File: config.mk
export PLATFORM = sky130hd
export DESIGN_NAME = imem_arbiter
export DESIGN_NICKNAME = d
export VERILOG_FILES = /design/src/rtl/imem_pkg.sv /design/src/rtl/rr_arb2.sv /design/src/rtl/imem_arbiter.sv
export SDC_FILE = /design/constraint.sdc
export NUM_CORES = 1
export LEC_CHECK = 0
export CORE_ASPECT_RATIO = 0.9
export CORE_UTILIZATION = 34
export DETAILED_ROUTE_END_ITERATION = 10
export PLACE_DENSITY = 0.86
export SETUP_SLACK_MARGIN = 0.3
export SYNTH_ARGS = -nofsm -noshare
export SYNTH_HDL_FRONTEND = slang
export SYNTH_SLANG_ARGS = --single-unit
File: constraint.sdc
create_clock -name clk -period 6.5 [get_ports clk]
set_input_delay 1.3 -clock clk [delete_from_list [all_inputs] [get_ports clk]]
set_output_delay 1.3 -clock clk [all_outputs]
set_load 0.1 [all_outputs]
File: src/rtl/imem_pkg.sv
// Shared definitions for the instruction-ROM arbiter: window constants, FSM state,
// port index type and the address legality check.
package imem_pkg;

  localparam logic [31:0] IMEM_BASE  = 32'h0040_0000;
  localparam int unsigned IMEM_DEPTH = 1024;
  localparam logic [31:0] IMEM_LAST  = 32'h0040_0FFF;

  typedef enum logic {
    IDLE,
    RESP
  } state_e;

  typedef logic port_idx_t;

  // Inclusive window bounds, compared unsigned in 32 bits so nothing wraps into the window.
  function automatic logic addr_legal(input logic [31:0] addr,
                                      input logic [31:0] base,
                                      input logic [31:0] last);
    return (addr >= base) && (addr <= last) && (addr[1:0] == 2'b00);
  endfunction

endpackage

File: src/rtl/rr_arb2.sv
// Two-way round-robin arbiter. The grant is one-hot and only asserted when advance is high;
// last_grant moves only on an actual grant.
module rr_arb2
  import imem_pkg::*;
(
  input  logic       clk,
  input  logic       rst,
  input  logic [1:0] req,
  input  logic       advance,
  output logic [1:0] grant
);

  port_idx_t  last_q;
  logic [1:0] pick;

  always_comb begin
    pick = req;
    if (req == 2'b11) begin
      pick = last_q ? 2'b01 : 2'b10;
    end
    grant = advance ? pick : 2'b00;
  end

  // Reset to 1 so port 0 wins the first contention.
  always_ff @(posedge clk or posedge rst) begin
    if (rst) begin
      last_q <= 1'b1;
    end else if (advance) begin
      last_q <= pick[1];
    end
  end

endmodule

File: src/rtl/imem_arbiter.sv
// Shares the instruction ROM read port between fetch (port 0) and data-side reads (port 1),
// with range/alignment checking and a single registered response slot.
module imem_arbiter
  import imem_pkg::*;
#(
  parameter logic [31:0] BASE_ADDR   = IMEM_BASE,
  parameter int unsigned DEPTH_WORDS = IMEM_DEPTH
) (
  input  logic        clk,
  input  logic        rst,
  input  logic        req0_valid,
  output logic        req0_ready,
  input  logic [31:0] req0_addr,
  input  logic        req1_valid,
  output logic        req1_ready,
  input  logic [31:0] req1_addr,
  output logic        rsp0_valid,
  input  logic        rsp0_ready,
  output logic [31:0] rsp0_data,
  output logic        rsp0_err,
  output logic        rsp1_valid,
  input  logic        rsp1_ready,
  output logic [31:0] rsp1_data,
  output logic        rsp1_err,
  output logic [31:0] mem_addr,
  input  logic [31:0] mem_data
);

  localparam logic [31:0] LastAddr = BASE_ADDR + 32'(DEPTH_WORDS * 4) - 32'd1;

  state_e      state_q;
  port_idx_t   owner_q;
  logic [31:0] data_q;
  logic        err_q;

  logic [1:0]  req_v;
  logic [1:0]  grant;
  logic        owner_ready;
  logic        free;
  logic        advance;
  port_idx_t   gnt_port;
  logic [31:0] gnt_addr;
  logic        legal;

  always_comb begin
    req_v       = {req1_valid, req0_valid};
    owner_ready = owner_q ? rsp1_ready : rsp0_ready;
    // The held response is consumed this edge, so the slot can be refilled at once.
    free        = (state_q == IDLE) || owner_ready;
    advance     = free && (|req_v) && !rst;
    gnt_port    = grant[1];
    gnt_addr    = gnt_port ? req1_addr : req0_addr;
    legal       = addr_legal(gnt_addr, BASE_ADDR, LastAddr);
  end

  rr_arb2 u_arb (
    .clk     (clk),
    .rst     (rst),
    .req     (req_v),
    .advance (advance),
    .grant   (grant)
  );

  always_ff @(posedge clk or posedge rst) begin
    if (rst) begin
      state_q <= IDLE;
      owner_q <= 1'b0;
      data_q  <= '0;
      err_q   <= 1'b0;
    end else if (|grant) begin
      state_q <= RESP;
      owner_q <= gnt_port;
      data_q  <= legal ? mem_data : 32'h0;
      err_q   <= !legal;
    end else if ((state_q == RESP) && owner_ready) begin
      state_q <= IDLE;
      data_q  <= '0;
      err_q   <= 1'b0;
    end
  end

  always_comb begin
    req0_ready = grant[0];
    req1_ready = grant[1];
    // Illegal addresses never reach the ROM.
    mem_addr   = ((|grant) && legal) ? gnt_addr : 32'h0;
    rsp0_valid = (state_q == RESP) && (owner_q == 1'b0);
    rsp1_valid = (state_q == RESP) && (owner_q == 1'b1);
    rsp0_data  = rsp0_valid ? data_q : 32'h0;
    rsp0_err   = rsp0_valid && err_q;
    rsp1_data  = rsp1_valid ? data_q : 32'h0;
    rsp1_err   = rsp1_valid && err_q;
  end

endmodule

==> results of run 1 <==
## synth_stat cells (all sizes together)
cell / n / area, um^2
mux2i: 1 / 10.01
and2: 34 / 212.7
a21bo: 1 / 10.01
nor3: 4 / 31.28
nand2: 20 / 75.07
clkbuf: 14 / 52.55
o21bai: 2 / 15.01
conb: 1 / 3.750
a21oi: 11 / 55.05
nand3: 10 / 50.05
a21boi: 1 / 11.26
o21ai: 4 / 20.02
inv: 4 / 15.02
dfrtp: 35 / 875.8
nor2: 4 / 15.01
buf: 26 / 234.0
a22o: 32 / 280.3
o211ai: 1 / 21.27
o21ba: 2 / 20.02
dfstp: 1 / 26.28
nor4: 8 / 50.05
nor4b: 2 / 17.52
and3: 33 / 206.5
mux2: 1 / 15.01
## metal layers
metal | part of all wire, % | vias up
met4 | 1.2 | 0
met3 | 7.1 | 9
li1 | - | 1196
met1 | 42 | 1216
met2 | 50 | 117
met5 | 0 | -
## report_power, final
group | leakage [nW] | internal (mW) | total (mW) | switching, mW
Clock | 0.0516 | 0.0866 | 0.169 | 0.0819
Sequential | 0.493 | 0.230 | 0.258 | 0.0282
Combinational | 1.30 | 0.0782 | 0.232 | 0.154
Total | 1.84 | 0.395 | 0.659 | 0.264
## worst min-delay path by stage
| stage | to | startpoint | cells past startpoint | slack (ps) |
|---|---|---|---|---|
| after floorplan | u_arb.last_q | u_arb.last_q | 2 | 460 |
| after global placement | u_arb.last_q | u_arb.last_q | 2 | 480 |
| after detailed placement | u_arb.last_q | u_arb.last_q | 2 | 490 |
| after CTS | u_arb.last_q | u_arb.last_q | 2 | 510 |
| after global routing | u_arb.last_q | u_arb.last_q | 2 | 530 |
| final | u_arb.last_q | u_arb.last_q | 2 | 510 |
## sequential cells by signal (all words and copies together), names as in the netlist
| register | flops |
|---|---|
| owner_q | 1 |
| err_q | 1 |
| data_q | 32 |
| state_q | 1 |
| u_arb.last_q | 1 |
## worst max-delay path, stage by stage
cell                              delay, ps
sky130_fd_sc_hd__clkdlybuf4s50_1        560
sky130_fd_sc_hd__o21ba_2                220
sky130_fd_sc_hd__o21ai_1                170
sky130_fd_sc_hd__o21bai_1               390
sky130_fd_sc_hd__a21oi_1                250
sky130_fd_sc_hd__clkdlybuf4s50_1       1170
## kinds of logic after synthesis
family	after synthesis
and+or+nand+nor	115
DFF	36
AOI/OAI and AO/OA	54
buffers and inverters	44
other	1
muxes	2
## layout by cell type, fill, tap and decap left out, types with 6 or more instances in the layout
cell,Yosys,final
sky130_fd_sc_hd__and2_1,34,34
sky130_fd_sc_hd__conb_1,1,21
sky130_fd_sc_hd__a21oi_1,11,11
sky130_fd_sc_hd__dfrtp_1,35,35
sky130_fd_sc_hd__a22o_1,32,32
sky130_fd_sc_hd__nor4_1,8,8
sky130_fd_sc_hd__nand3_1,10,10
sky130_fd_sc_hd__clkbuf_8,0,6
sky130_fd_sc_hd__nand2_1,20,20
sky130_fd_sc_hd__clkdlybuf4s50_1,0,175
sky130_fd_sc_hd__and3_1,33,33
sky130_fd_sc_hd__buf_4,21,9
## layout make-up
cell class	count	area [um^2]	share of cell area [%]
clock buffers	6	82.58	1.982
clock inverters	2	13.76	0.3303
inverters	4	15.01	0.3604
multi-input cells	192	1201	28.83
flip-flops and latches	36	902.1	21.65
well taps	90	112.6	2.703
repair buffers	185	1839	44.14
==> impl_metrics.yaml, run 1 <==
floorplanning:
  fp.dieArea_mm2: 0.007169
  top_level_ports: 204
  die_y_um: 80.43
  initial_core_util_pct: 35.28
  core_region_area_mm2: 0.006586
  rows: 28
  dieWidth_um: 89.14
worst_setup_path:
  cp_startpoint_kind: "input port"
  critical_path.endpoint_type: "output pin"
  ff2ff_setup_slack_ps: 3400
  worst-endpoint-required_ps: 5200
  regToRegEndpoint: "data_q[10]"
  critical_path_peak_fanout: 11
  timing.critical_path.arrival_ps: 4070
  timing.critical_path.to: "mem_addr[11]"
  crit_start: "req0_valid"
  r2r_cells: 6
  r2r_start: "owner_q"
  critical_path_class: "input port to output pin"
logic_synthesis:
  synthesis.yosys.warnings: 0
  synth.distinct_cells: 31
  synth_seq_cells: 36
  synth_compound_gate_area_share_pct: 18.63
  combinational_family_with_the_most_area_after_synthesis: "simple AND/OR/NAND/NOR gates"
  synthesized_area_fraction_occupied_by_and_or_nand_nor_cells_pct: 28.33
  synth_cells: 252
  share_of_synthesized_cell_area_in_full_adder_half_adder_and_majority_cells_pct: 0
  syn_avg_cell_area_um2: 9.220
  synthesis.area_mm2: 0.002323
  synth.yosys.seq_area_share_pct: 38.83
  yosys-mux-area-fraction_pct: 1.077
  synth-xor-area-share_pct: 0
timing:
  worst_clock_skew_ps: 7.394
  timing.final.crit_share_pct: 82.63
  timing.final.max_slew_violations: 0
  final-hold-violation-count: 0
  rsz0062_at_grt: "false"
  tns_ps: 0
  max_slew_margin_pct: 21.50
  timing.final.crit_period_ps: 5371
  achievable-frequency_ghz: 0.1862
  worst_pin_slew_ps: 1178
  finalHoldWorstSlack_ps: 506.0
  finalSetupViolations: 0
  final.setup.worst_slack_ps: 1129
detailed_routing:
  vias: 2538
  remaining_drc_errors: 0
  detail_route.vias_per_cell: 4.928
  detail_route.iter0.violations: 68
  drt-wirelength-per-cell_um: 15.38
  detail-route-antenna-nets: 0
  routed_wl_mm: 7.923
  firstDrtPassIters: 4
grt:
  grt_pass1_vias: 2374
  grt_usage_pct: 21.05
  grt_first_pass_wirelength_mm: 11.62
  grtUsageMet3_pct: 5.139
  globalRoute.busiestLayer: "met2"
  number_of_antenna_violations_at_the_first_check_in_global_routing: 0
  grt_max_degree: 39
  global_route.overflow_total: 0
  met1_usage_pct: 25.29
  gr-usage-met2_pct: 37.48
pwr:
  p_leak_nw: 1.844
  finalPower_mw: 0.6590
  powerDensity_mw_per_mm2: 158.2
  peakVddDrop_v: 0.00008930
place:
  placed_cell_area_mm2: 0.004070
  numPlacedInstances: 507
  place.gp.congestion: 0.7691
  dp_hpwl_mm: 6.036
  dp_worst_setup_slack_ps: 1168
  place.port_buffers: 182
clocking:
  clock-sinks: 36
  cts_buffers: 5
  post_cts_hold_buffer_count: 0
  cts_resized: 0
  clk-insertion-delay-late_ps: 290
  postCtsSetupBuffers: 0
  clk_pin_slew_ps: 80
  clock_path_buffers: 2
  cts-htree-levels: 2
  root_buffer: "sky130_fd_sc_hd__clkbuf_8"
  clock_tree_from_tritoncts: "done"
final_layout:
  nNetsFinal: 526
  areaGrowthSynthToFinish_pct: 79.32
  final_cell_area_mm2: 0.004167
  share_of_post_route_cells_with_drive_strength_above_1_pct: 6.824
  num_antenna_cells: 0
  fillCellCount: 567
  final_cell_count_no_fill: 515
  final_core_utilization_pct: 63.26
status:
  run_status: "completed"
run:
  drv_cap: 0
hold_path:
  worstHoldPathType: "flop to flop"
Note: power is estimated with default switching activity, not from simulation.
==> inputs of run 2 (changes only) <==
- CORE_UTILIZATION: 34 -> 29
- PLACE_DENSITY: 0.86 -> 0.78
- clock period: 6.5 -> 4.45 ns (I/O delays scaled with it)
==> run 2 against run 1 <==
  * Die area is 17% higher
  * Clock skew hardly changed
  * Core utilization is 8.5 points lower
  * Routed wire length is 1.6% higher
  * Critical path type unchanged
  * Largest cell class unchanged
==> impl_metrics.yaml, run 2 (synthesis gave the netlist of run 1 again) <==
place:
  dp_worst_setup_slack_ps: 481.6
  place.port_buffers: 182
  dp_hpwl_mm: 6.317
  place.gp.congestion: 0.7777
timing:
  worst_pin_slew_ps: 1081
  timing.final.crit_share_pct: 85.32
  final-hold-violation-count: 0
  worst_clock_skew_ps: 7.078
  rsz0062_at_grt: "false"
  finalSetupViolations: 0
  max_slew_margin_pct: 27.85
  final.setup.worst_slack_ps: 653.4
  timing.final.max_slew_violations: 0
  timing.final.crit_period_ps: 3797
  tns_ps: 0
  achievable-frequency_ghz: 0.2634
status:
  run_status: "completed"
clocking:
  clock_tree_from_tritoncts: "done"
  clock_path_buffers: 2
  cts_buffers: 5
  clock-sinks: 36
  clk-insertion-delay-late_ps: 280
  root_buffer: "sky130_fd_sc_hd__clkbuf_8"
  cts-htree-levels: 2
  clk_pin_slew_ps: 70
final_layout:
  fillCellCount: 712
  share_of_post_route_cells_with_drive_strength_above_1_pct: 27.34
  num_antenna_cells: 0
  commonest_non_fill_non_tap_cells_in_the_layout: "101 x sky130_fd_sc_hd__clkdlybuf4s50_1, 76 x sky130_fd_sc_hd__buf_4, 35 x sky130_fd_sc_hd__dfrtp_1"
  register_bank_with_the_most_flops: "data_q"
  nNetsFinal: 529
  largest_register_ffs: 32
  areaGrowthSynthToFinish_pct: 80.51
  mostFrequentLayoutCell: "sky130_fd_sc_hd__clkdlybuf4s50_1"
pwr:
  p_leak_nw: 2.038
  powerDensity_mw_per_mm2: 239.5
  peakVddDrop_v: 0.0001223
worst_setup_path:
  critPathTopFamily: "buffers and inverters"
  worst-endpoint-required_ps: 3560
  crit_path_max_incr_delay_ps: 430
  critical_path.slowest_cell: "sky130_fd_sc_hd__clkdlybuf4s50_1"
  critical_path_class: "input port to output pin"
  critical_path.endpoint_type: "output pin"
  timing.critical_path.arrival_ps: 2910
  critical_path_peak_fanout: 8
  cp_startpoint_kind: "input port"
  cp_num_buf_inv: 3
  critical_path.cell_chain: "clkdlybuf4s50_1, mux2_4, o211ai_4, inv_2, nor3_4, nand2_1, a21oi_2, buf_12"
grt:
  global_route.overflow_total: 0
  grt_first_pass_wirelength_mm: 12.32
  grt_pass1_vias: 2379
  number_of_antenna_violations_at_the_first_check_in_global_routing: 0
  grt_usage_pct: 19.29
  grt_max_degree: 37
detailed_routing:
  detail-route-antenna-nets: 0
  routed_wl_mm: 8.048
  detail_route.vias_per_cell: 4.698
  remaining_drc_errors: 0
  detail_route.iter0.violations: 56
  firstDrtPassIters: 4
  vias: 2462
  drt-wirelength-per-cell_um: 15.36
run:
  drv_cap: 0
floorplanning:
  die_y_um: 86.92
  rows: 30
  top_level_ports: 204
  initial_core_util_pct: 30.34
  core_region_area_mm2: 0.007657
  fp.dieArea_mm2: 0.008374
  dieWidth_um: 96.35
hold_path:
  worstHoldPathType: "flop to flop"
run 2: changes by cell type in the layout (fill, tap and decap cells not counted), sizes merged:
cell and change:
buf +77, clkbuf -1, clkdlybuf4s50 -74, bufinv +1, inv -1, clkinvlp +1
run 2: cell type report:
cell class	count	area [um^2]	area share (%)
Tap cell	96	120.1	2.864
Multi-Input combinational cell	192	1244	29.65
Clock buffer	5	68.82	1.641
Timing Repair Buffer	188	1802	42.96
Inverter	4	15.01	0.3580
Clock inverter	3	42.54	1.014
Sequential cell	36	902.1	21.51
run 2: power breakdown:
part | switching (mW) | internal (mW)
clock network | 0.119 | 0.166
registers | 0.0178 | 0.337
logic | 0.249 | 0.116
total | 0.386 | 0.618
run 2: worst reg2reg max path: stages (launching register included):
cell and delay [ps]:
sky130_fd_sc_hd__dfrtp_1 700, sky130_fd_sc_hd__mux2_4 370, sky130_fd_sc_hd__o211ai_4 300, sky130_fd_sc_hd__inv_2 140, sky130_fd_sc_hd__nor3_4 330, sky130_fd_sc_hd__o21ba_1 290
sky130_fd_sc_hd__buf_4 400, sky130_fd_sc_hd__a22o_1 210
run 2: timing repair:
item / in CTS / in global routing
hold buffers: 0 / 0
setup endpoints to repair: 0 / 3
resized for setup: 0 / 1
buffers inserted: 0 / 0
run 2: stage by stage:
| stage | cell area, um^2 | hold WS [ps] | total power [mW] | cells | utilization (%) |
|---|---|---|---|---|---|
| after detailed placement | 4078 | 482.9 | 0.7263 | 516 | 53.25 |
| after CTS | 4189 | 495.5 | 1.016 | 524 | 54.71 |
| after floorplan | 2436 | 458.6 | 0.5978 | 272 | - |
| after global placement | 4078 | 477.8 | 0.7205 | 516 | 53.25 |
| after global routing | 4194 | 526.7 | 1.054 | 524 | 54.77 |
| final | 4194 | 495.6 | 1.004 | 524 | 54.77 |
run 2: path summary, 6_finish.rpt:
path | start | end | slack [ps] | cells past startpoint
worst max-delay path | rsp0_ready | mem_addr[3] | 650 | 8
worst min-delay path | u_arb.last_q | u_arb.last_q | 500 | 2
worst max register to register | owner_q | data_q[16] | 1640 | 7
worst min register to register | u_arb.last_q | u_arb.last_q | 500 | 2
max in group asynchronous | rst | u_arb.last_q | 3040 | 3
min in group asynchronous | rst | data_q[3] | 1060 | 3
run 2: layer usage:
metal	global-route usage (%)	vias to the layer above	wire length, um
li1	-	1203	-
met4	3.743	0	85
met2	33.20	101	4176
met5	0	-	0
met3	4.363	8	420
met1	24.81	1150	3365
